--- src/rtl/i2c_master.sv ---
// rtl/i2c_master.sv - I2C controller for single-register write/read transactions
// Optional: define I2C_CLK_STRETCH_EN to honour target clock stretching via scl_in.
module i2c_master #(
    parameter int CLK_DIV = 250
) (
    input  logic       clk100,
    input  logic       reset_n,
    input  logic       cmd_valid,
    input  logic       cmd_rw,
    input  logic [6:0] cmd_dev,
    input  logic [7:0] cmd_reg,
    input  logic [7:0] cmd_wdata,
    input  logic       scl_in,
    input  logic       sda_in,
    output logic       scl_oe,
    output logic       sda_oe,
    output logic       busy,
    output logic       done,
    output logic       nack,
    output logic [7:0] rdata
);

    localparam int CW = $clog2(CLK_DIV);

    typedef enum logic [3:0] {
        IDLE, START, ADDR_W, ACK1, REG, ACK2, WDATA, ACK3,
        RSTART, ADDR_R, RDATA, MNACK, STOP, DONE
    } state_t;

    state_t          state, state_nx;
    logic [CW-1:0]   cnt;
    logic [1:0]      qtr;
    logic [2:0]      bitn;
    logic            rw_q;
    logic [6:0]      dev_q;
    logic [7:0]      reg_q;
    logic [7:0]      wdata_q;
    logic [7:0]      rx;
    logic [7:0]      tx_byte;
    logic [1:0]      sda_sync;
    logic            sda_s;
    logic            active;
    logic            hold;
    logic            quarter_end;
    logic            phase_end;

    assign sda_s  = sda_sync[1];
    assign active = (state != IDLE) && (state != DONE);

    always_ff @(posedge clk100) begin
        if (!reset_n) sda_sync <= 2'b11;
        else          sda_sync <= {sda_sync[0], sda_in};
    end

`ifdef I2C_CLK_STRETCH_EN
    logic [1:0] scl_sync;
    logic       stretch_ph;

    always_ff @(posedge clk100) begin
        if (!reset_n) scl_sync <= 2'b11;
        else          scl_sync <= {scl_sync[0], scl_in};
    end

    // Released-SCL quarters wait at tick 0 until the line is actually seen high.
    assign stretch_ph = !(state inside {IDLE, START, DONE});
    assign hold       = stretch_ph && qtr[1] && (cnt == '0) && !scl_sync[1];
`else
    logic unused_scl;
    assign unused_scl = scl_in;
    assign hold       = 1'b0;
`endif

    assign quarter_end = active && !hold && (cnt == CW'(CLK_DIV - 1));
    assign phase_end   = quarter_end && (qtr == 2'd3);

    always_ff @(posedge clk100) begin
        if (!reset_n || !active) begin
            cnt <= '0;
            qtr <= 2'd0;
        end else if (hold) begin
            cnt <= cnt;
        end else if (quarter_end) begin
            cnt <= '0;
            qtr <= qtr + 2'd1;
        end else begin
            cnt <= cnt + 1'b1;
        end
    end

    always_ff @(posedge clk100) begin
        if (!reset_n) begin
            rw_q    <= 1'b0;
            dev_q   <= 7'd0;
            reg_q   <= 8'd0;
            wdata_q <= 8'd0;
            rx      <= 8'd0;
            rdata   <= 8'd0;
            nack    <= 1'b0;
            bitn    <= 3'd7;
        end else begin
            if (state == IDLE && cmd_valid) begin
                rw_q    <= cmd_rw;
                dev_q   <= cmd_dev;
                reg_q   <= cmd_reg;
                wdata_q <= cmd_wdata;
                nack    <= 1'b0;
                bitn    <= 3'd7;
            end
            // bitn wraps 0 -> 7 at the end of each byte, ready for the next one.
            if (phase_end) begin
                case (state)
                    ADDR_W, REG, WDATA, ADDR_R: bitn <= bitn - 3'd1;
                    RDATA: begin
                        bitn <= bitn - 3'd1;
                        rx   <= {rx[6:0], sda_s};
                        if (bitn == 3'd0) rdata <= {rx[6:0], sda_s};
                    end
                    ACK1, ACK2, ACK3: if (sda_s) nack <= 1'b1;
                    default: ;
                endcase
            end
        end
    end

    always_ff @(posedge clk100) begin
        if (!reset_n) state <= IDLE;
        else          state <= state_nx;
    end

    always_comb begin
        state_nx = state;
        scl_oe   = 1'b0;
        sda_oe   = 1'b0;
        busy     = active;
        done     = 1'b0;
        tx_byte  = 8'd0;
        case (state)
            ADDR_W:  tx_byte = {dev_q, 1'b0};
            ADDR_R:  tx_byte = {dev_q, 1'b1};
            REG:     tx_byte = reg_q;
            WDATA:   tx_byte = wdata_q;
            default: tx_byte = 8'd0;
        endcase
        case (state)
            IDLE: if (cmd_valid) state_nx = START;
            START: begin
                sda_oe = qtr[1];
                scl_oe = (qtr == 2'd3);
                if (phase_end) state_nx = ADDR_W;
            end
            ADDR_W, REG, WDATA, ADDR_R: begin
                scl_oe = ~qtr[1];
                sda_oe = ~tx_byte[bitn];
                if (phase_end && bitn == 3'd0) begin
                    case (state)
                        ADDR_W:  state_nx = ACK1;
                        REG:     state_nx = ACK2;
                        default: state_nx = ACK3;
                    endcase
                end
            end
            RDATA: begin
                scl_oe = ~qtr[1];
                if (phase_end && bitn == 3'd0) state_nx = MNACK;
            end
            ACK1, ACK2, ACK3: begin
                scl_oe = ~qtr[1];
                if (phase_end) begin
                    if (sda_s)               state_nx = STOP;
                    else if (state == ACK1)  state_nx = REG;
                    else if (state == ACK2)  state_nx = rw_q ? RSTART : WDATA;
                    else                     state_nx = rw_q ? RDATA : STOP;
                end
            end
            MNACK: begin
                scl_oe = ~qtr[1];
                if (phase_end) state_nx = STOP;
            end
            RSTART: begin
                scl_oe = (qtr == 2'd0) || (qtr == 2'd3);
                sda_oe = qtr[1];
                if (phase_end) state_nx = ADDR_R;
            end
            STOP: begin
                scl_oe = ~qtr[1];
                sda_oe = (qtr != 2'd3);
                if (phase_end) state_nx = DONE;
            end
            DONE: begin
                done     = 1'b1;
                state_nx = IDLE;
            end
            default: state_nx = IDLE;
        endcase
    end

endmodule

--- config.mk ---
export PLATFORM = sky130hd
export DESIGN_NAME = i2c_master
export DESIGN_NICKNAME = d
export VERILOG_FILES = /design/src/rtl/i2c_master.sv
export SDC_FILE = /design/constraint.sdc
export NUM_CORES = 1
export LEC_CHECK = 0
export CORE_MARGIN = 4
export CORE_UTILIZATION = 57
export DETAILED_ROUTE_END_ITERATION = 7
export DONT_BUFFER_PORTS = 1
export PLACE_DENSITY = 0.75
export SYNTH_ARGS = -nofsm -noshare
export SYNTH_HDL_FRONTEND = slang
export SYNTH_SLANG_ARGS = --single-unit
--- constraint.sdc ---
create_clock -name clk100 -period 2.1 [get_ports clk100]
set_clock_uncertainty 0.2 [all_clocks]
set_input_delay 0.42 -clock clk100 [delete_from_list [all_inputs] [get_ports clk100]]
set_output_delay 0.42 -clock clk100 [all_outputs]
set_load 0.05 [all_outputs]
==> results.tsv <==
stage	metric	value	unit
sta	worst_slew_pin_slew	552	ps
clocking	clock_path_buffers	2	
floorplan	initial_core_util	58.6	%
finish	seqCellArea	0.00119	mm^2
flow_run	maxCapViolCount	0	
floorplan	dieHeight	80.3	um
route	ant_nets	0	
sta	rsz0062_at_grt	true	
clocking	h-tree-depth	3	
synthesis	syn_inst	359	
finish	fillers	259	
sta	finalWorstSetupSlack	-771	ps
global_route	grt.total_usage	24.2	%
finish	drive_gt1_share	32.7	%
synthesis	yosysWarnings	0	
global_route	grt_max_degree	45	
min_path	hold_path_class	input pin to flip-flop	
setup_path	cp-end-kind	primary output	
min_path	holdPathStages	1	
setup_path	reg2reg_from	state[0]	
synthesis	synth_fp_nets	394	
sta	hold_viol	0	
setup_path	crit_type	flip-flop to primary output	
finish	syn_to_final_growth	47.5	%
setup_path	timing.rr.end	state[3]	
setup_path	path_max_fanout	7	
finish	finish.instance_area	0.00439	mm^2
setup_path	worstPathRequired	1480	ps
place	dp_hpwl	4.69	mm
setup_path	worstSetupStartpointType	flip-flop	
route	dr.first_iter.drc_count	219	
route	num_vias	2966	
sta	max_freq	0.348	GHz
place	dp_slack	-394	ps
clocking	cts_tree	done	
clocking	clk_latency	360	ps
finish	postLayoutCoreUtil	86.5	%
clocking	cts_num_sinks	59	
sta	maxSlewViolCount	0	
synthesis	syn_area	0.00298	mm^2
synthesis	ys_seq_area_share	39.7	%
global_route	grt_antenna_before_repair	0	
floorplan	die-area	0.00644	mm^2
route	first_pass_iters	7	
finish	antenna_cells	0	
power	p_leak	1.78	nW
setup_path	r2r_setup_slack	-250	ps
place	portBuffers	0	
floorplan	std_cell_rows	26	
clocking	cts.clk_slew.worst_paths	80	ps
synthesis	yosysUniqueCellTypes	51	
sta	fin_crit	2870	ps
sta	setup_viol	42	
synthesis	synthTopCellsByArea	dfxtp_1, nand2_1, a21boi_1	
sta	relSlewSlack	63.2	%
global_route	first_global_vias	2566	
floorplan	dieWidth	80.3	um
setup_path	worstPathArrival	2250	ps
route	wl_per_cell	18.9	um
setup_path	r2r_cells	10	
clocking	cts_buffers	9	
sta	setup-tns-final	-6270	ps
finish	multi_input_area	0.00195	mm^2
outcome	status	finished with violations	
synthesis	ys_seq_elements	59	
place	gp_congestion	0.865	
floorplan	io_pins	42	
power	ir_drop	0.901	mV
outcome	failed_checks	setup timing	
synthesis	synth_top_area_cell	dfxtp_1	
route	drt-total-wl	9.47	mm
global_route	overflow	0	
power	power.density	1190	mW/mm^2
route	post_drt_via_cell_ratio	5.92	
sta	min_period_over_period	137	%
power	total_power	0.00521	W
global_route	grt_pass1_wl	12.1	mm
finish	fin_nets	461	
route	drc	0	
floorplan	coreArea	0.00507	mm^2
min_path	min-delay-start	reset_n	
synthesis	avgSynthCellArea	8.29	um^2
min_path	min_to	rdata[3]	
place	place_area	0.00331	mm^2
synthesis	synth_top_area_share	39.7	%
clocking	root_buffer	clkbuf_8	
## through the flow
stage	hold slack (ps)	std cells
final	12.0	501
after detailed placement	200	444
after floorplan	186	359
after global routing	-1.78	501
after global placement	211	444
after CTS	0.0993	478
## power by group
| part | switching, W | internal, W | total, W |
|---|---|---|---|
| Sequential | 0.000104 | 0.00126 | 0.00137 |
| Combinational | 0.00129 | 0.00130 | 0.00259 |
| Clock | 0.000502 | 0.000748 | 0.00125 |
| Total | 0.00190 | 0.00331 | 0.00521 |
## state kept, by name (all words and copies together) (netlist names)
name / count
qtr: 2
sda_sync: 2
rdata: 8
state: 4
nack: 1
cnt: 8
reg_q: 8
rx: 7
bitn: 3
dev_q: 7
rw_q: 1
wdata_q: 8
## Yosys cell counts, drive strengths merged
cell type,n
nand2b,4
a21o,1
xor2,2
nand3,5
a221oi,1
mux2,2
nor3,6
a31oi,2
nor2,31
o32a,2
buf,11
o22ai,1
and3,2
nor4b,1
o221a,1
xnor2,6
nor2b,14
or3,2
nor3b,2
clkinv,1
o21ba,1
o211ai,4
mux4,1
nand3b,1
a21boi,34
dfxtp,59
or3b,2
and2,1
a211oi,1
nand4,1
clkbuf,12
ha,6
mux2i,16
o31ai,1
a32o,1
o21ai,18
a31o,1
inv,9
o2111ai,2
or2,3
nand2,71
a21oi,17
## cell type report
type                       instances  area share, %
clock buffer                      10           3.39
clock inverter                     6           2.14
inverter                          10          0.855
multi-input combinational        267           44.5
sequential                        59           27.2
tap                               70           2.00
timing repair buffer              79           19.9
## worst max path at each step
| stage | end | startpoint |
|---|---|---|
| after floorplan | sda_oe | qtr[1] |
| after global placement | sda_oe | state[3] |
| after detailed placement | sda_oe | state[3] |
| after CTS | sda_oe | qtr[1] |
| after global routing | sda_oe | state[1] |
| final | sda_oe | state[1] |
## cell families after synthesis
family / share of synthesized area (%)
adders and majority gates: 2.52
xor gates and xnor gates: 2.36
buffers and inverters: 5.09
DFF: 39.7
and+or+nand+nor: 23.0
muxes: 6.90
AOI/OAI and AO/OA: 20.4
## cells in the final DEF, fill, tap and decap left out, drive strengths merged, types with 16 or more instances in the layout
cell / instances
o21ai: 18
buf: 51
mux2i: 16
a21oi: 17
nand2: 71
a21boi: 34
dfxtp: 59
nor2: 31
dlygate4sd3: 24
## worst max-delay path, cell delays in order, from the launching register on
cell       delay, ps
dfxtp_2          400
buf_4            200
mux2i_1          240
o21ai_0          190
o2111ai_2        220
o32a_1           200
mux2i_2           90
o21ai_4          360
## metal layers
metal,GRT usage (%),wire length (um),part of all wire (%)
met1,30.0,3580,38
met2,38.9,4810,51
met3,7.06,700,7.4
met4,10.3,381,4.0
met5,0,0,0
## what timing repair did
action / 4_1_cts / 5_1_grt
cloned: 0 / 5
endpoints found under the setup margin: 38 / 32
pin swaps: 8 / 40
hold buffers: 14 / 10
gates resized for setup: 25 / 76
setup buffers: 4 / 10
hold endpoints to repair: 19 / 11
Power figures use the tool's default switching activity.
==> variant 1, RTL diff (same flow settings) <==
The option `I2C_CLK_STRETCH_EN` is turned on by a define.
--- a/src/rtl/i2c_master.sv
+++ b/src/rtl/i2c_master.sv
@@ -1,5 +1,7 @@
 // rtl/i2c_master.sv - I2C controller for single-register write/read transactions
 // Optional: define I2C_CLK_STRETCH_EN to honour target clock stretching via scl_in.
+`define I2C_CLK_STRETCH_EN
+
 module i2c_master #(
     parameter int CLK_DIV = 250
 ) (
Check against the original RTL: same outputs for any inputs over 10 cycles, from zero or initial values and one cycle with reset_n low; that may be too few to reach the edited logic, so the function may still have changed.
==> variant 1 against the original RTL <==
- the run still ends with negative setup slack left
- sequential cell count is 2 higher
- area after synthesis is 4.3% higher
- setup slack better by 0.23 ns
- synthesized cell count is 1.1% higher
- routed wire length is 11% lower
- sequential share of layout area is 2.7 points higher
- total power is 12% lower
- count of clock-buffer cells in the layout stayed put
- maximum frequency is 8.5% higher
- highest routed layer unchanged
- cell area is 6.4% lower
- critical endpoint unchanged
==> variant 1: results (changes against the original RTL) <==
The xor/xnor share of the synthesized area is 0.02257 (-0.0009777), and the net count after synthesis is 401 (+1.8%). For the final total negative setup slack, the log shows -1.086 ns (+5.186 ns). The multiplexer fraction of the synthesized cell area is 0.08867 (+0.01971). The number of setup buffers added after CTS is 2 (-2). The violation count after the first detailed-route iteration came out at 181 (-17%).

The largest fanout of any net on the critical path was 6 (-1); the post-detailed-placement half-perimeter wirelength was 5.198 mm (+11%). For the maximum number of pins on one net before global-route repair, the log shows 50 (+11%). The tools report the routability congestion estimate as 0.9596 (+11%).

Count of yosys warnings during synthesis: 0 (unchanged). The smallest setup slack after layout is -0.5453 ns (+0.2255 ns). Clock latency at the later pin of the worst-skew pair: 0.34 ns (-0.02 ns). The flow ran to the end, but the final reports show violations. The max-slew headroom at the worst pin is 0.6322 (+0.0006390), and the worst vdd rail ir drop is 0.6417 mV (-29%).

The final-report setup violation count was 7 (-83%); the fraction of final layout cells sized beyond drive strength 1 was 0.2923 (-0.03488). Pre-CTS worst setup slack: -0.1521 ns (+0.2418 ns). The area share of fa/ha/maj cells after synthesis was 0.03628 (+0.01104). By area the synthesized netlist is led by sky130_fd_sc_hd__dfxtp_1 39%, sky130_fd_sc_hd__mux2i_1 7.4%, sky130_fd_sc_hd__nand2_1 7.4%.

The number of iterations in the first detailed-routing pass is 4 (-3), and the met3 wire length is 475 um (-32%). The met2 layer usage reported by global route is 0.4103 (+0.02127). The signal arrival time at the worst endpoint was 2.03 ns (-0.22 ns); the average footprint of a synthesized cell was 8.552 um2 (+3.2%).

Ranked by instance count, the synthesized netlist is headed by 61 x sky130_fd_sc_hd__dfxtp_1, 61 x sky130_fd_sc_hd__nand2_1, 29 x sky130_fd_sc_hd__nor2_1. The run gives 2,808 (-5.3%) as the vias after detailed routing. The maximum cell stage delay along the critical path is 0.35 ns (-0.05 ns). The standby leakage power was 1.656 nW (-6.9%). The tools report the wire length on met2 as 4.248 mm (-12%). The synthesized-area fraction occupied by ao, oa, aoi and oai cells was 0.1709 (-0.03347); the via count of the first global-routing pass was 2,727 (+6.3%). The global routing usage on met3 is 0.07346 (+0.002837), and the wire length of the first global-routing pass is 12.72 mm (+5.1%).

The final cell count without fillers came out at 484 (-3.4%). The all-layer global routing usage was 0.2488 (+0.006865); the met1 track demand over resource was 0.3003 (about the same). The root buffer cell chosen for the clock tree is sky130_fd_sc_hd__clkbuf_8.

The tools report the number of cells after detailed placement as 455 (+2.5%). The layout net count was 447 (-3.0%). The final reports fail on negative setup slack. Placed cell area: 0.003538 mm2 (+7.0%). The number of hold buffers added after CTS is 5 (-9), and the sequential fraction of the synthesis area is 0.3934 (-0.003582).
## variant 1: changes by cell type after synthesis, sizes merged, moves of 3 or more
| cell | before | now |
|---|---|---|
| nand2 | 71 | 61 |
| a21boi | 34 | 25 |
| mux2i | 16 | 23 |
| nand2b | 4 | 11 |
| buf | 11 | 7 |
| a21oi | 17 | 14 |
| clkbuf | 12 | 15 |
| ha | 6 | 9 |
| nor2b | 14 | 17 |
| o21ai | 18 | 15 |
## variant 1: worst paths after layout
path | start | end | slack [ns] | cells after the start
max | state[1] | sda_oe | -0.55 | 8
min | cmd_wdata[6] | wdata_q[6] | 0.008 | 2
max reg2reg | state[0] | state[1] | -0.08 | 8
min reg2reg | scl_sync[0] | scl_sync[1] | 0.22 | 1
## variant 1: worst register-to-register path, cell delays in order, from the launching register on
cell	delay, ns
sky130_fd_sc_hd__dfxtp_4	0.36
sky130_fd_sc_hd__buf_6	0.14
sky130_fd_sc_hd__or3_4	0.36
sky130_fd_sc_hd__a21o_4	0.22
sky130_fd_sc_hd__and4_4	0.17
sky130_fd_sc_hd__a211oi_4	0.28
sky130_fd_sc_hd__buf_6	0.17
sky130_fd_sc_hd__o211ai_1	0.10
sky130_fd_sc_hd__o31ai_1	0.09
## variant 1: report_power, final
group	internal (mW)	total, mW	switching, mW	leakage [nW]
Clock	0.678	1.15	0.476	0.111
Combinational	0.940	2.04	1.10	1.05
Sequential	1.30	1.40	0.0955	0.498
## variant 1: layout make-up
class                      count  area, um2
clock buffer                  10      127.6
clock inverter                 6      95.09
fill                         337       1099
inverter                      10      37.54
sequential                    61       1230
timing repair buffer          57      546.8
multi-input combinational    270       1982
tap                           70      87.58
==> variant 2, RTL diff (same settings) <==
Made on the original files. Change the parameter `CLK_DIV` from 250 to 125.
--- a/src/rtl/i2c_master.sv
+++ b/src/rtl/i2c_master.sv
@@ -1,7 +1,7 @@
 // rtl/i2c_master.sv - I2C controller for single-register write/read transactions
 // Optional: define I2C_CLK_STRETCH_EN to honour target clock stretching via scl_in.
 module i2c_master #(
-    parameter int CLK_DIV = 250
+    parameter int CLK_DIV = 125
 ) (
     input  logic       clk100,
     input  logic       reset_n,
Check against the original RTL: same outputs for any inputs over 10 cycles, from zero or initial values and one cycle with reset_n low; that may be too few to reach the edited logic, so the function may still have changed.
==> variant 2 against the original RTL <==
- the run still ends with negative setup slack left
- sequential cell count shrank 1
- non-clock buffer count shrank 19
- via count shrank 10%
- global-route usage shrank 2.2 points
- highest routed layer unchanged
- routed wire length shrank 25%
- area after synthesis shrank 2.6%
- total power shrank 24%
- setup slack gained 0.11 ns
- clock power shrank 22%
- cell area shrank 14%
- sequential power shrank 4%
==> variant 2: results (changes against the original RTL) <==
The run finished, with violations left. The placed cell area is 0.003316 mm2 (+0.23%). The worst hold path depth was 2 (+1).

The maximum cell stage delay along the critical path was 0.38 ns (-0.02 ns). The post-synthesis cell type count is 49 (-3.9%). The proportion of synthesized flip-flops having asynchronous set or reset was 0 (unchanged); the number of buffer cells added on primary ports was 0 (unchanged). Pin slew with the least headroom to its limit: 0.5360 ns (-0.01586 ns). The net count after synthesis is 396 (+0.51%), and the clock-pin slew reported for the worst setup and hold paths after clock tree synthesis is 0.06 ns (-0.02 ns). The logs give 2 (unchanged) for the maximum buffer depth of the clock tree and 0.33 ns (-0.03 ns) for the clock latency at the later pin of the worst-skew pair. The final-report setup violation count is 4 (-90%), and the reg-to-reg setup timing slack is 0.03 ns (+0.28 ns).

The run gives 3 (unchanged) as the number of H-tree levels. The all-layer global routing usage is 0.2202 (-0.02172), and the fraction of final layout cells sized beyond drive strength 1 is 0.2573 (-0.06986). For the pre-CTS worst setup slack, the log shows -0.3737 ns (+0.02017 ns).

By area the synthesized netlist is led by sky130_fd_sc_hd__dfxtp_1 40%, sky130_fd_sc_hd__nand2_1 8.7%, sky130_fd_sc_hd__mux2i_1 5.9%. The checks that failed: negative setup slack. For hold timing, the worst endpoint is dev_q[4]. The kind of cell adding the most delay to the critical path was compound AO/OA/AOI/OAI gates. The standby leakage power is 1.509 nW (-15%). The logs give 2,447 (-4.6%) for the via count of the first global-routing pass and 10.94 mm (-9.6%) for the wire length of the first global-routing pass. The violation count after the first detailed-route iteration is 152 (-31%).

The worst vdd rail ir drop was 0.7885 mV (-13%). The signal arrival time at the worst endpoint came out at 2.14 ns (-0.11 ns). The startpoint identified for the worst hold timing path is cmd_dev[4]. The post-detailed-placement half-perimeter wirelength was 4.612 mm (-1.7%); the routability congestion estimate was 0.8554 (-1.1%). The logs give 355 (+37%) for the filler cell count in the final layout and -0.6623 ns (+0.1085 ns) for the smallest setup slack after layout. Number of iterations in the first detailed-routing pass: 4 (-3). The tools report the maximum number of pins on one net before global-route repair as 50 (+11%). The path class of the tightest hold or removal check is in -> reg. The tree is rooted in a sky130_fd_sc_hd__clkbuf_8. The largest fanout of any net on the critical path came out at 7 (unchanged). The layout net count is 443 (-3.9%). The wire length per cell came out at 14.81 um (-22%). The endpoint identified for the worst register-to-register timing path is state[1].

The length in cells of the worst reg-to-reg path was 8 (-2). After synthesis, the most frequently instantiated cells are 67 x sky130_fd_sc_hd__nand2_1, 58 x sky130_fd_sc_hd__dfxtp_1, 29 x sky130_fd_sc_hd__nor2_1. For the number of antenna repair diodes, the log shows 0 (unchanged). Slowest library cell on the worst path: sky130_fd_sc_hd__or3b_4. The detailed-route vias per instance came out at 5.566 (-6.0%).

The sequential fraction of the synthesis area came out at 0.4007 (+0.003719).
-- variant 2: cell types whose count changed after synthesis, moves of 4 or more --
| cell | change |
|---|---|
| sky130_fd_sc_hd__a21boi_0 | +16 |
| sky130_fd_sc_hd__a21boi_1 | -18 |
| sky130_fd_sc_hd__a21oi_1 | -5 |
| sky130_fd_sc_hd__clkbuf_1 | +4 |
| sky130_fd_sc_hd__inv_1 | +5 |
| sky130_fd_sc_hd__nand2_1 | -4 |
| sky130_fd_sc_hd__nand2b_1 | +5 |
| sky130_fd_sc_hd__nor2b_1 | -5 |
| sky130_fd_sc_hd__o21ai_0 | +19 |
| sky130_fd_sc_hd__o21ai_1 | -12 |
-- variant 2: power by group --
group / total (mW) / switching [mW] / internal (mW)
registers: 1.32 / 0.0843 / 1.23
clock network: 0.974 / 0.403 / 0.570
logic: 1.65 / 0.848 / 0.798
total: 3.94 / 1.34 / 2.60
-- variant 2: area by class of cell --
class,count,area [um2],share of cell area
Multi-Input combinational cell,266,1693,0.4485
Sequential cell,58,1171,0.3102
Tap cell,67,83.83,0.02221
Inverter,13,48.80,0.01293
Clock buffer,12,145.1,0.03845
Clock inverter,3,40.04,0.01061
Timing Repair Buffer,60,593.1,0.1571
-- variant 2: worst max path at each step --
stage             start  depth (start not counted)  endpoint
4_1_cts        state[0]                          6    sda_oe
3_3_place_gp   state[3]                          6    sda_oe
2_1_floorplan  state[0]                          7    sda_oe
5_1_grt        state[0]                          6    sda_oe
3_5_place_dp   state[2]                          6    sda_oe
6_report       state[3]                          7    sda_oe
-- variant 2: kinds of logic after synthesis --
family	synth area share
AO/OA/AOI/OAI	0.1986
XOR/XNOR	0.02116
adder cells (fa/ha/maj)	0.02591
buffers and inverters	0.05354
flip-flops	0.4007
multiplexers	0.06261
AND/OR/NAND/NOR	0.2375
-- variant 2: metal layers --
metal,GRT usage,share of wire
met5,0,0
met4,0.1186,0.031
met3,0.05215,0.048
met2,0.3712,0.49
met1,0.2568,0.43
-- variant 2: metrics by stage --
step	setup TNS (ns)	hold slack (ns)	utilization	cells	total power, mW
6_report	-1.263	0.02396	0.7836	479	3.935
5_1_grt	-1.699	0.01124	0.7836	479	4.159
4_1_cts	-1.010	0.02159	0.7509	471	3.834
3_5_place_dp	-0.3835	0.1956	0.6883	449	2.764
3_3_place_gp	-0.3551	0.1882	0.6883	449	2.728
2_1_floorplan	-0.4840	0.1863	-	361	2.234
-- variant 2: repair_timing --
item / in CTS / in global routing
endpoints found under the hold margin: 5 / 0
buffers inserted: 5 / 7
endpoints found under the setup margin: 5 / 18
hold buffers: 2 / 0
gates cloned: 0 / 1
gates resized for setup: 18 / 35
pin swaps: 9 / 6
